--- src/rtl/vending_machine_pkg.sv ---
// Shared constants and state type for the single-product vending controller.
// Price 15, coins 5 and 10, and the 2-bit coin/change encodings live here.
package vending_machine_pkg;

  typedef enum logic [1:0] {
    IDLE = 2'd0,
    CR5  = 2'd1,
    CR10 = 2'd2
  } state_t;

  localparam logic [1:0] COIN_NONE = 2'b00;
  localparam logic [1:0] COIN_5    = 2'b01;
  localparam logic [1:0] COIN_10   = 2'b10;
  localparam logic [1:0] COIN_BAD  = 2'b11;

  localparam logic [1:0] CHG_NONE = 2'b00;
  localparam logic [1:0] CHG_5    = 2'b01;
  localparam logic [1:0] CHG_10   = 2'b10;

  localparam int PRICE = 15;

endpackage

--- src/rtl/vending_machine_if.sv ---
// Coin-in / dispense / change bundle between the coin decoder and the actuators.
// master drives the coin code; slave (the controller) drives dispense and change.
interface vending_machine_if;

  logic [1:0] in;
  logic       out;
  logic [1:0] change;

  modport master (output in, input out, input change);
  modport slave  (input in, output out, output change);

endinterface

--- src/rtl/vending_machine.sv ---
// Vending FSM: credits 5/10 coins, dispenses at 15, refunds on an idle cycle.
// Optional sale counter enabled by defining VM_SALE_CNT_EN.
module vending_machine
  import vending_machine_pkg::*;
(
  input  logic              clk,
  input  logic              reset,
  vending_machine_if.slave  bus
`ifdef VM_SALE_CNT_EN
  ,
  output logic [7:0]        sale_count
`endif
);

  state_t state;

  // Single registered FSM: outputs are pulses set on the transition edge.
  always_ff @(posedge clk or negedge reset) begin
    if (!reset) begin
      state      <= IDLE;
      bus.out    <= 1'b0;
      bus.change <= CHG_NONE;
    end else begin
      bus.out    <= 1'b0;
      bus.change <= CHG_NONE;
      case (state)
        IDLE: begin
          case (bus.in)
            COIN_5:  state <= CR5;
            COIN_10: state <= CR10;
            default: state <= IDLE;
          endcase
        end
        CR5: begin
          case (bus.in)
            COIN_NONE: begin
              state      <= IDLE;
              bus.change <= CHG_5;
            end
            COIN_5:  state <= CR10;
            COIN_10: begin
              state   <= IDLE;
              bus.out <= 1'b1;
            end
            default: state <= CR5;
          endcase
        end
        CR10: begin
          case (bus.in)
            COIN_NONE: begin
              state      <= IDLE;
              bus.change <= CHG_10;
            end
            COIN_5: begin
              state   <= IDLE;
              bus.out <= 1'b1;
            end
            COIN_10: begin
              state      <= IDLE;
              bus.out    <= 1'b1;
              bus.change <= CHG_5;
            end
            default: state <= CR10;
          endcase
        end
        default: state <= IDLE;
      endcase
    end
  end

`ifdef VM_SALE_CNT_EN
  logic sale;

  assign sale = ((state == CR5)  && (bus.in == COIN_10)) ||
                ((state == CR10) && ((bus.in == COIN_5) || (bus.in == COIN_10)));

  // Counts exactly the edges that register a dispense pulse; wraps naturally.
  always_ff @(posedge clk or negedge reset) begin
    if (!reset) begin
      sale_count <= 8'd0;
    end else if (sale) begin
      sale_count <= sale_count + 8'd1;
    end
  end
`endif

endmodule

--- src/flat_wrapper.sv ---
// flat-port wrapper written by rule: the top's interface ports become plain ports
module vending_machine_flat import vending_machine_pkg::*;
  (clk, reset, bus_in, bus_out, bus_change);
  vending_machine_if bus_i ();
  input  logic clk;
  input  logic reset;
  input wire logic [$bits(bus_i.in)-1:0] bus_in;
  output wire logic [$bits(bus_i.out)-1:0] bus_out;
  output wire logic [$bits(bus_i.change)-1:0] bus_change;
  assign bus_i.in = bus_in;
  assign bus_out = bus_i.out;
  assign bus_change = bus_i.change;
  vending_machine u_core (.clk(clk), .reset(reset), .bus(bus_i));
endmodule
--- config.mk ---
export PLATFORM = sky130hd
export DESIGN_NAME = vending_machine_flat
export DESIGN_NICKNAME = d
export VERILOG_FILES = /design/src/rtl/vending_machine_pkg.sv /design/src/rtl/vending_machine_if.sv /design/src/rtl/vending_machine.sv /design/src/flat_wrapper.sv
export SDC_FILE = /design/constraint.sdc
export NUM_CORES = 1
export LEC_CHECK = 0
export CORE_AREA = 3 3 40 42
export DETAILED_ROUTE_END_ITERATION = 12
export DIE_AREA = 0 0 43 45
export PLACE_DENSITY = 0.47
export SYNTH_ARGS = -nofsm -noshare
export SYNTH_HDL_FRONTEND = slang
export SYNTH_SLANG_ARGS = --single-unit
--- constraint.sdc ---
create_clock -name clk -period 1.1 [get_ports clk]
set_clock_uncertainty 0.05 [all_clocks]
set_input_delay 0.22 -clock clk [delete_from_list [all_inputs] [get_ports clk]]
set_output_delay 0.22 -clock clk [all_outputs]
set_load 0.03 [all_outputs]
==> flow_summary.yaml <==
run_status:
  status: "finished, violations left"
  violations: "setup timing"
setup_path:
  path_class: "reg -> reg"
  max_stage_delay_ps: 420
  start_kind: "flip-flop"
  critical_path_arrival_ps: 1270
  r2r_slack_ps: -110
  cp_num_buf_inv: 1
  ff2ff_path_depth: 4
  rr_endpoint: "u_core.state[1]"
  cp_max_fo: 3
  reg2reg_from: "u_core.state[1]"
  path_cells: "inv_2 -> ha_2 -> a222oi_1 -> nor2_1"
  cpMaxStageDelayCell: "dfrtp_1"
  path_delay_family: "flip-flops"
  cp.required_ps: 1170
  worst_setup_path_end_kind: "flip-flop"
layout:
  final_common_cell: "ha_1"
  drive_gt1_share_pct: 45.65
  fillers: 127
  fin_area_um2: 520.5
  antennaDiodeCount: 0
  final_cell_mix: "ha_1, buf_4, dfrtp_1"
  syn_to_final_growth_pct: 48.57
  finalNetCount: 63
timing:
  hold_viol: 0
  fin_ws_ps: -105.8
  rsz0062_at_grt: "true"
  relSlewSlack_pct: 81.51
  slew_viol_final: 0
  finalCritPeriodShare_pct: 109.6
  finalSetupViolations: 5
  tightestPinTransition_ps: 277.3
  fmax_mhz: 829.3
  post-route-min-period_ps: 1206
global_routing:
  gr-total-overflow: 0
  grt_antenna_before_repair: 0
  grt_usage_pct: 7.853
  grt_pass1_vias: 256
  grt_pass1_wl_um: 1041
  grt_max_degree: 6
cts:
  clk_latency_ps: 240
  root_buffer: "clkbuf_4"
  htreeDepth: 1
  cts_hold_buf: 0
  clock_sinks: 5
  clk_pin_slew_ps: 40
  cts_buffers: 3
  cts_max_path_buffers: 2
  cts_tree: "built"
pwr:
  seqPwrFrac_pct: 35.8
  p_comb_share_pct: 29.5
  p_leak_nw: 0.2711
  power.total_w: 0.0006007
  clockPowerShare_pct: 34.7
  p_sw_w: 0.0001742
  switching_share_pct: 28.99
  pwr_density_cell_mw_per_mm2: 1154
  internal_power_w: 0.0004266
  vdd.ir_drop.worst_mv: 0.3245
floorplanning:
  io_pins: 7
  die_area_mm2: 0.001935
  die_w_um: 43
  initial_core_util_pct: 27.26
  die_height_um: 45
  rows: 13
  core_area_mm2: 0.001285
routing:
  viasPerCell: 4.115
  dr.pass1.iters: 4
  wire_per_inst_um: 10.72
  drt_wl_total_um: 654
  antenna_left: 0
  drtIter0Drc: 2
  vias: 251
  drc: 0
placed_design:
  gp_congestion: 0.6665
  dp_hpwl_um: 489.6
  placed_area_um2: 461.7
  io_buffers: 6
hold_path:
  min_path_type: "in -> async"
yosys:
  ys_top_cells_by_area: "ha_1, dfrtp_1, a22oi_1"
  ys_seq_area_share_pct: 35.71
  synthCells: 30
  netlist.area_leader.share_pct: 42.86
  yosysUniqueCellTypes: 8
  ys_seq_elements: 5
  synth_area_leader_cell: "ha_1"
  synth_nets: 46
  syn_avg_cell_area_um2: 11.68
  synth.cell_area_um2: 350.3
  yosysWarnings: 0
run:
  max_cap_viol_count: 0
repair_timing:
item                       4_1_cts  5_1_grt
cloned                           0        0
buffers inserted                 1        0
gates resized for setup          9        1
setup endpoints to repair        5        5
pin swaps                        2        2
metrics by stage:
stage          hold slack (ps)  worst slack, ps  cells  TNS [ps]  utilization (%)
2_1_floorplan           -125.6           -38.45     30    -38.45                -
3_3_place_gp             398.8           -496.0     56     -2014            35.93
3_5_place_dp             411.3           -515.5     56     -2142            35.93
4_1_cts                  155.9           -107.3     61    -179.0            39.73
5_1_grt                  175.8           -206.7     61    -623.3            40.51
6_report                 159.4           -105.8     61    -277.7            40.51
cells by family after synthesis:
| kind of cell | synth area share, % |
|---|---|
| flops | 35.71 |
| simple gates | 7.858 |
| fa+ha+maj | 42.86 |
| compound gates | 9.285 |
| buf+inv | 4.284 |
power by group through the flow:
stage,clock network (W),logic [W],registers [W]
floorplan,0,0.0000707,0.000223
global placement,0,0.000148,0.000213
detailed placement,0,0.000149,0.000214
CTS,0.000219,0.000171,0.000213
global route,0.000224,0.000200,0.000217
finish,0.000209,0.000177,0.000215
worst reg2reg max path, cell delays in order, from the launching register on:
cell	delay, ps
dfrtp_1	420
inv_2	60
ha_2	170
a222oi_1	310
nor2_1	80
per-layer routing:
layer	track usage, %	wire length, um	vias up
met1	8.759	252	114
li1	-	-	131
met4	10.84	0	0
met5	0	0	-
met3	0.3984	33	0
met2	11.68	368	6
cell usage after synthesis:
cell	instances
nor2b_1	2
ha_1	12
nor2_1	2
and3_2	1
dfrtp_1	5
a22oi_1	3
a222oi_1	1
inv_1	4
worst max path at each step:
stage	cells past startpoint	slack, ps	start	endpoint
global placement	5	-500	bus_in[1]	u_core.state[1]
global route	4	-210	u_core.state[1]	u_core.state[1]
CTS	4	-110	u_core.state[0]	u_core.state[1]
finish	4	-110	u_core.state[1]	u_core.state[1]
detailed placement	5	-520	bus_in[0]	u_core.state[1]
floorplan	4	-40	u_core.state[0]	u_core.state[1]
sequential cells by signal, summed over array words and instances, names as in the netlist:
signal,flops
u_core.bus.change,2
u_core.state,2
u_core.bus.out,1
layout make-up:
type	instances	area (um^2)	area share [%]
Tap cell	15	18.77	3.606
Sequential cell	5	125.1	24.04
Inverter	4	15.01	2.885
Clock buffer	4	26.28	5.048
Timing Repair Buffer	12	95.09	18.27
Multi-Input combinational cell	21	240.2	46.15
No activity file was read; power rests on OpenSTA's default activity.
